## src/rtl/id_gen.sv

```systemverilog
// rtl/id_gen.sv - letters-then-digits ASCII identifier generator with valid/ready output.
// Optional macro ID_GEN_SEP_EN appends a trailing space byte after each identifier.
module id_gen #(
  parameter int CNT_W = 4
) (
  input  logic             clk,
  input  logic             rst_n,
  input  logic             start,
  input  logic [CNT_W-1:0] letter_cnt,
  input  logic [CNT_W-1:0] digit_cnt,
  input  logic [4:0]       letter_seed,
  input  logic             upper,
  output logic [7:0]       char,
  output logic             valid,
  input  logic             ready,
  output logic             last,
  output logic             busy,
  output logic             done
);

`ifdef ID_GEN_SEP_EN
  typedef enum logic [1:0] {IDLE, LETTER, DIGIT, SEP} state_t;
  localparam bit SEP_EN = 1'b1;
`else
  typedef enum logic [1:0] {IDLE, LETTER, DIGIT} state_t;
  localparam bit SEP_EN = 1'b0;
`endif

  state_t           state;
  logic [CNT_W-1:0] l_rem;
  logic [CNT_W-1:0] d_rem;
  logic [4:0]       idx;
  logic [3:0]       d;
  logic             upper_r;

  logic [4:0] seed_red;
  logic [4:0] idx_nxt;
  logic [3:0] d_nxt;

  assign seed_red = (letter_seed >= 5'd26) ? letter_seed - 5'd26 : letter_seed;
  assign idx_nxt  = (idx == 5'd25) ? 5'd0 : idx + 5'd1;
  assign d_nxt    = (d == 4'd9) ? 4'd0 : d + 4'd1;

  function automatic logic [7:0] letter_char(input logic up, input logic [4:0] i);
    letter_char = (up ? 8'h41 : 8'h61) + {3'b000, i};
  endfunction

  // char/last always hold the byte being offered; each transfer loads the next one.
  always_ff @(posedge clk or negedge rst_n) begin
    if (!rst_n) begin
      state   <= IDLE;
      l_rem   <= '0;
      d_rem   <= '0;
      idx     <= '0;
      d       <= '0;
      upper_r <= 1'b0;
      char    <= 8'h00;
      valid   <= 1'b0;
      last    <= 1'b0;
      busy    <= 1'b0;
      done    <= 1'b0;
    end else begin
      done <= 1'b0;
      case (state)
        IDLE: begin
          if (start && letter_cnt != '0) begin
            state   <= LETTER;
            l_rem   <= letter_cnt;
            d_rem   <= digit_cnt;
            idx     <= seed_red;
            d       <= '0;
            upper_r <= upper;
            char    <= letter_char(upper, seed_red);
            valid   <= 1'b1;
            busy    <= 1'b1;
            last    <= (letter_cnt == CNT_W'(1)) && (digit_cnt == '0) && !SEP_EN;
          end
        end
        LETTER: begin
          if (ready) begin
            if (l_rem != CNT_W'(1)) begin
              l_rem <= l_rem - CNT_W'(1);
              idx   <= idx_nxt;
              char  <= letter_char(upper_r, idx_nxt);
              last  <= (l_rem == CNT_W'(2)) && (d_rem == '0) && !SEP_EN;
            end else if (d_rem != '0) begin
              state <= DIGIT;
              d     <= '0;
              char  <= 8'h30;
              last  <= (d_rem == CNT_W'(1)) && !SEP_EN;
            end else begin
`ifdef ID_GEN_SEP_EN
              state <= SEP;
              char  <= 8'h20;
              last  <= 1'b1;
`else
              state <= IDLE;
              valid <= 1'b0;
              busy  <= 1'b0;
              last  <= 1'b0;
              done  <= 1'b1;
`endif
            end
          end
        end
        DIGIT: begin
          if (ready) begin
            if (d_rem != CNT_W'(1)) begin
              d_rem <= d_rem - CNT_W'(1);
              d     <= d_nxt;
              char  <= 8'h30 + {4'b0000, d_nxt};
              last  <= (d_rem == CNT_W'(2)) && !SEP_EN;
            end else begin
`ifdef ID_GEN_SEP_EN
              state <= SEP;
              char  <= 8'h20;
              last  <= 1'b1;
`else
              state <= IDLE;
              valid <= 1'b0;
              busy  <= 1'b0;
              last  <= 1'b0;
              done  <= 1'b1;
`endif
            end
          end
        end
`ifdef ID_GEN_SEP_EN
        SEP: begin
          if (ready) begin
            state <= IDLE;
            valid <= 1'b0;
            busy  <= 1'b0;
            last  <= 1'b0;
            done  <= 1'b1;
          end
        end
`endif
        default: state <= IDLE;
      endcase
    end
  end

endmodule

```

## config.mk

```make
export PLATFORM = sky130hd
export DESIGN_NAME = id_gen
export DESIGN_NICKNAME = d
export VERILOG_FILES = /design/src/rtl/id_gen.sv
export SDC_FILE = /design/constraint.sdc
export NUM_CORES = 1
export LEC_CHECK = 0
export CAP_MARGIN = 20
export CORE_UTILIZATION = 54
export CTS_BUF_LIST = sky130_fd_sc_hd__clkbuf_4 sky130_fd_sc_hd__clkbuf_8
export DETAILED_ROUTE_END_ITERATION = 10
export PLACE_DENSITY_LB_ADDON = 0.3
export SYNTH_ARGS = -nofsm -noshare
export SYNTH_HDL_FRONTEND = slang
export SYNTH_SLANG_ARGS = --single-unit
```

## constraint.sdc

```tcl
create_clock -name clk -period 2.47 [get_ports clk]
set_input_delay 0.741 -clock clk [delete_from_list [all_inputs] [get_ports clk]]
set_output_delay 0.741 -clock clk [all_outputs]
set_load 0.005 [all_outputs]
```

### Yosys cells after proc, flatten, opt, wreduce, memory -nomap -nowiden

Index checks and enable logic that the tools add are counted.

| word-level totals | value |
|---|---|
| register bits after elaboration | 31 |
| input port bits | 18 |
| word-level logic and storage cells | 116 |

| operators by class | value |
|---|---|
| add/sub/neg operators | 8 |
| order comparisons | 1 |
| equality and inequality tests | 20 |
| mux-type cells | 58 |
| reduce and logical (&&, ||, !) cells | 19 |

Operator list:

| kind | number |
|---|---|
| $mux W4 | 13 |
| $mux W8 | 6 |
| $mux W5 | 5 |
| $pmux W8 S3 | 1 |
| $ne A2 B2 Y1 const B | 9 |
| $mux W1 | 17 |
| $add A7 B5 Y8 | 2 |
| $pmux W4 S2 | 2 |
| $reduce_and A7 Y1 | 2 |
| $mux W2 | 6 |
| $mux W6 | 2 |
| $pmux W4 S3 | 1 |
| $reduce_and A4 Y1 | 3 |
| $pmux W5 S2 | 1 |
| $eq A4 B1 Y1 const B | 2 |
| $eq A4 B2 Y1 const B | 2 |
| $logic_not A4 Y1 | 2 |
| $ne A4 B1 Y1 const B | 2 |
| $reduce_bool A4 Y1 | 2 |
| $sub A4 B1 Y4 const B | 2 |
| $add A6 B4 Y7 const A | 1 |
| $pmux W1 S3 | 2 |
| $pmux W2 S3 | 1 |
| $reduce_and A6 Y1 | 1 |
| 16 further kinds | 19 |

### Depth between registers and ports, before layout

Gate-level depths: netlist of the first run.

| depth | value |
|---|---|
| word-level depth | 6 |
| gate-level depth with buffers | 10 |
| mapped depth without buffers | 10 |

### Worst setup path after synthesis of the first run

OpenSTA, ideal clock, no wires.

| path | value |
|---|---|
| path type | input -> register |
| start | in letter_seed[2] |
| end | reg char[2] |
| library setup time | 0.132 ns |
| arrival | 2.127 ns |
| data required time | 2.338 ns |
| setup slack | 0.211 ns |
| stages | 9 |
| cells stage by stage | inv_1 -> ha_1 -> o21a_1 -> o21ai_0 -> o21ai_0 -> ha_1 -> or3_1 -> a21oi_1 -> o31ai_1 |

| between the ends | value |
|---|---|
| cells in the longest elaborated chain, start to end | 5 |
| elaborated cells on any way between the ends | 6 |
| classes of those cells | 2 x add/sub; 1 x order compare; 3 x mux |

RTL lines:

| element | line | RTL |
|---|---|---|
| start, declared | 11 | `input logic [4:0] letter_seed,` |
| $sub A5 B5 Y5 or $ge A5 B5 Y1 (tied branches) | 40 | `assign seed_red = (letter_seed >= 5'd26) ? letter_seed - 5'd26 : letter_seed;` |
| $mux W5 * | 40 |  |
| $add A7 B5 Y8 * | 45 | `letter_char = (up ? 8'h41 : 8'h61) + {3'b000, i};` |
| $mux W8 * | 66 | `if (start && letter_cnt != '0) begin` |
| $pmux W8 S3 * | 64 | `case (state)` |
| end signal, assigned | 73 | `char <= letter_char(upper, seed_red);` |
| end signal, assigned | 84 | `char <= letter_char(upper_r, idx_nxt);` |
| end signal, assigned | 111 | `char <= 8'h30 + {4'b0000, d_nxt};` |
| end, declared | 13 | `output logic [7:0] char,` |

Mark *: on every way between the ends. The rest lies on a longest branch, timed or not. The select of a mux whose other input is x is not followed.
A chain may end at the register's enable or synchronous reset.

### Worst setup path in the final report of the first run

| path | value |
|---|---|
| start | in letter_cnt[2] |
| end | reg d[2] |

| between the ends | value |
|---|---|
| cells in the longest elaborated chain, start to end | 4 |

RTL lines:

| element | line | RTL |
|---|---|---|
| start, declared | 9 | `input logic [CNT_W-1:0] letter_cnt,` |
| $reduce_bool A4 Y1 | 66 |  |
| $logic_and A1 B1 Y1 | 66 |  |
| $ne A2 B2 Y1 (no line) | - |  |
| $reduce_and A7 Y1 (no line) | - |  |
| end signal, assigned | 110 | `d <= d_nxt;` |
| end, declared | 33 | `logic [3:0] d;` |

No other way between the ends.

==> results of run 1 <==
-- layout by cell type, fill, tap and decap left out, drive strengths merged, types with 5 or more instances in the layout --
| cell | count |
|---|---|
| buf | 40 |
| nand2 | 35 |
| dfrtp | 31 |
| clkdlybuf4s50 | 27 |
| o21ai | 27 |
| ha | 18 |
| inv | 17 |
| nor2 | 14 |
| a21oi | 14 |
| nand3 | 11 |
| nor3b | 7 |
| xnor2 | 7 |
| nor3 | 6 |
| a31oi | 6 |
| clkbuf | 6 |
| o31ai | 6 |
| nand2b | 5 |
| o22a | 5 |
| mux2 | 5 |
| and3 | 5 |
-- critical path: cells and delay by family --
family,cells,cell delay (ns)
compound gates,4,0.85
buf+inv,2,0.63
simple gates,1,0.33
-- registers in the layout, indices dropped and copies added, names as in the netlist, 2 cells and up --
signal,flops
char,8
idx,5
d,4
d_rem,4
l_rem,4
state,2
-- layer usage --
| layer | track usage [%] | routed length, um | share of wire (%) | vias up |
|---|---|---|---|---|
| met1 | 33.7 | 2800 | 46 | 1132 |
| met4 | 8.22 | 82 | 1.3 | 0 |
| met3 | 5.38 | 294 | 4.8 | 9 |
| met5 | 0 | 0 | 0 | - |
| li1 | - | - | - | 1175 |
| met2 | 42.0 | 2940 | 48 | 67 |
-- logic make-up (layout without fill, tap and decap cells) --
kind of cell | count (synthesis) | in the layout
xor gates and xnor gates | 8 | 8
AOI/OAI and AO/OA | 87 | 87
and+or+nand+nor | 106 | 106
DFF | 31 | 31
adders and majority gates | 18 | 18
muxes | 8 | 8
buffers and inverters | 29 | 94
-- power by group through the flow --
stage	clock, W	combinational (W)	sequential [W]
2_1_floorplan	0	0.00168	0.000897
3_3_place_gp	0	0.00230	0.000945
3_5_place_dp	0	0.00234	0.000960
4_1_cts	0.000541	0.00237	0.000951
5_1_grt	0.000562	0.00265	0.000984
6_report	0.000534	0.00240	0.000953
-- worst max path at each step --
| stage | from | end | cells after the start |
|---|---|---|---|
| 2_1_floorplan | letter_seed[2] | char[2]$_DFFE_PN0P_ | 9 |
| 3_3_place_gp | letter_seed[1] | char[2]$_DFFE_PN0P_ | 10 |
| 3_5_place_dp | letter_seed[1] | char[6]$_DFFE_PN0P_ | 10 |
| 4_1_cts | letter_seed[1] | char[4]$_DFFE_PN0P_ | 11 |
| 5_1_grt | start | d[2]$_DFFE_PN0P_ | 7 |
| 6_report | letter_cnt[2] | d[2]$_DFFE_PN0P_ | 7 |
-- what timing repair did --
| action | 4_1_cts | 5_1_grt |
|---|---|---|
| pin swaps | 0 | 3 |
| hold endpoints to repair | 0 | 0 |
| setup buffers | 2 | 0 |
| endpoints found under the setup margin | 3 | 5 |
| gates cloned | 0 | 0 |
| hold buffers | 0 | 0 |
| resized for setup | 2 | 11 |
-- metrics by stage --
| stage | TNS (ns) | power (W) | instance area [sq um] | hold WS (ns) |
|---|---|---|---|---|
| floorplan | 0 | 0.00258 | 2470 | 0.445 |
| global placement | -2.31 | 0.00324 | 3010 | 0.469 |
| detailed placement | -2.72 | 0.00331 | 3010 | 0.472 |
| CTS | 0 | 0.00386 | 3150 | 0.485 |
| global route | 0 | 0.00420 | 3180 | 0.513 |
| finish | 0 | 0.00389 | 3180 | 0.483 |
-- layout make-up --
cell class                      count  area share (%)
Tap cell                           52            2.04
Clock buffer                        6            2.59
Clock inverter                      2            1.10
Sequential cell                    31            24.4
Timing Repair Buffer               69            18.7
Inverter                           17            2.00
Multi-Input combinational cell    227            49.2
==> impl_metrics.yaml, run 1 <==
synthesis:
  synth_top_family_by_area: "compound AO/OA/AOI/OAI gates"
  synth_area_per_cell_sq_um: 8.61
  yosysTopAreaCellShare_pct: 31.4
  synth_cell_type_count: 61
  yosysMostFrequentCell: "nand2_1"
  yosysWarnings: 0
  netlist_area_sq_um: 2470
  yosys.area_share.simple_pct: 22.7
  synthAdderAreaFrac_pct: 9.11
  yosysSeqAreaShare_pct: 31.4
  synth_xor_area_share_pct: 2.84
  synth.area.mux_share_pct: 3.49
  synth_fp_nets: 323
  synth-compound-area-share_pct: 23.9
  async_flop_share_pct: 100
  synth-seq-cells: 31
  ys.flop_type: "dfrtp_1"
  synth_area_leaders: "dfrtp_1 (31%), ha_1 (9.1%), nand2_1 (5.3%), o21ai_0 (4.7%), a21oi_1 (2.6%)"
  syn_inst: 287
  synth-edff-count: 0
  synth.top_cells.by_count: "nand2_1 (35), dfrtp_1 (31), o21ai_0 (23)"
  yosysTopAreaCell: "dfrtp_1"
pwr:
  p_per_area_nw_per_um2: 1220
  internal-power_w: 0.00223
  power.share.clock_pct: 13.7
  swShare_pct: 42.8
  seqPwrFrac_pct: 24.5
  p_sw_w: 0.00166
  irDropWorstVdd_v: 0.000682
  p_comb_share_pct: 61.8
  power.static_leakage_nw: 1.42
finish:
  nFillCells: 333
  area_delta_synth_final_pct: 28.9
  diodes: 0
  seq_area_sq_um: 776
  drive_gt1_share_pct: 20.7
  fin_nets: 387
  fin_util_pct: 72.6
  multiInputGateArea_sq_um: 1570
  instances_no_fill: 404
timing:
  hold_violations: 0
  period_share_pct: 97.1
  fin_crit_ns: 2.40
  slew_headroom_pct: 57.3
  max_freq_mhz: 417
  setup_viol: 0
  slew_viol_final: 0
  grt_setup_unrepaired: "yes"
  skew_ns: 0.00589
  tightest_slew_ns: 0.633
  fin_ws_ns: 0.0716
clock_network:
  cts.clk_slew.worst_paths_ns: 0.07
  cts_tree: "built"
  cts_buffer_depth: 2
  htreeDepth: 2
  cts_root_buf: "clkbuf_8"
  clkSinkCount: 31
  numCtsBuffers: 5
  clock_latency_ns: 0.29
outcome:
  status: "finished clean"
hold_path:
  whs_path_depth: 2
  min_from: "char[3]$_DFFE_PN0P_"
  hold_end: "char[3]$_DFFE_PN0P_"
  hold_class: "flip-flop to flip-flop"
worst_setup_path:
  cpPeakStageDelay_ns: 0.49
  arrival_ns: 2.55
  cp_slowest_cell: "clkdlybuf4s50_1"
  path_cells: "clkdlybuf4s50_1 -> o41ai_1 -> buf_4 -> a211oi_2 -> nand3_1 -> o21ai_0 -> o31ai_1"
  crit_type: "input port to flip-flop"
  reg2reg_slack_ns: 0.22
  path_max_fanout: 8
  end_kind: "flip-flop"
  r2r-start: "l_rem[1]$_DFFE_PN0P_"
  worstPathRequired_ns: 2.62
  r2r_cells: 8
  crit_path_start_kind: "input port"
  rr_endpoint: "idx[2]$_DFFE_PN0P_"
detailed_routing:
  vias_per_cell: 5.90
  drc: 0
  routed-via-count: 2383
  wire_per_inst_um: 15.1
  wirelength_mm: 6.11
  postRouteAntennaNets: 0
  drtPass1Iterations: 4
  drt_iter0_drc: 176
die:
  num_rows: 24
  die_h_um: 69.6
  die-width_um: 69.6
  io_pins: 30
  core_sq_um: 4380
  die_area_sq_um: 4850
  start_util_pct: 56.4
global_routing:
  antenna_found_initial: 0
  gr-total-overflow: 0
  grt_max_degree: 32
  grt_pass1_wl_mm: 9.86
  gr-usage-all-layers_pct: 25.6
  grt_pass1_vias: 2158
run:
  max-cap-violations: 0
placement:
  dp_hpwl_mm: 4.38
  place_ws_ns: -0.368
  gp_congestion: 0.857
  dp_cells: 394
  io_buffers: 29
(Power assumes the default switching activity.)
==> run 2, diff against run 1 <==
--- a/config.mk
+++ b/config.mk
@@ -5,7 +5,6 @@
 export SDC_FILE = /design/constraint.sdc
 export NUM_CORES = 1
 export LEC_CHECK = 0
-export CAP_MARGIN = 20
 export CORE_UTILIZATION = 54
 export CTS_BUF_LIST = sky130_fd_sc_hd__clkbuf_4 sky130_fd_sc_hd__clkbuf_8
 export DETAILED_ROUTE_END_ITERATION = 10
==> results of run 2 <==
Same layout as run 1: the final DEF is identical, and so are final timing and power.
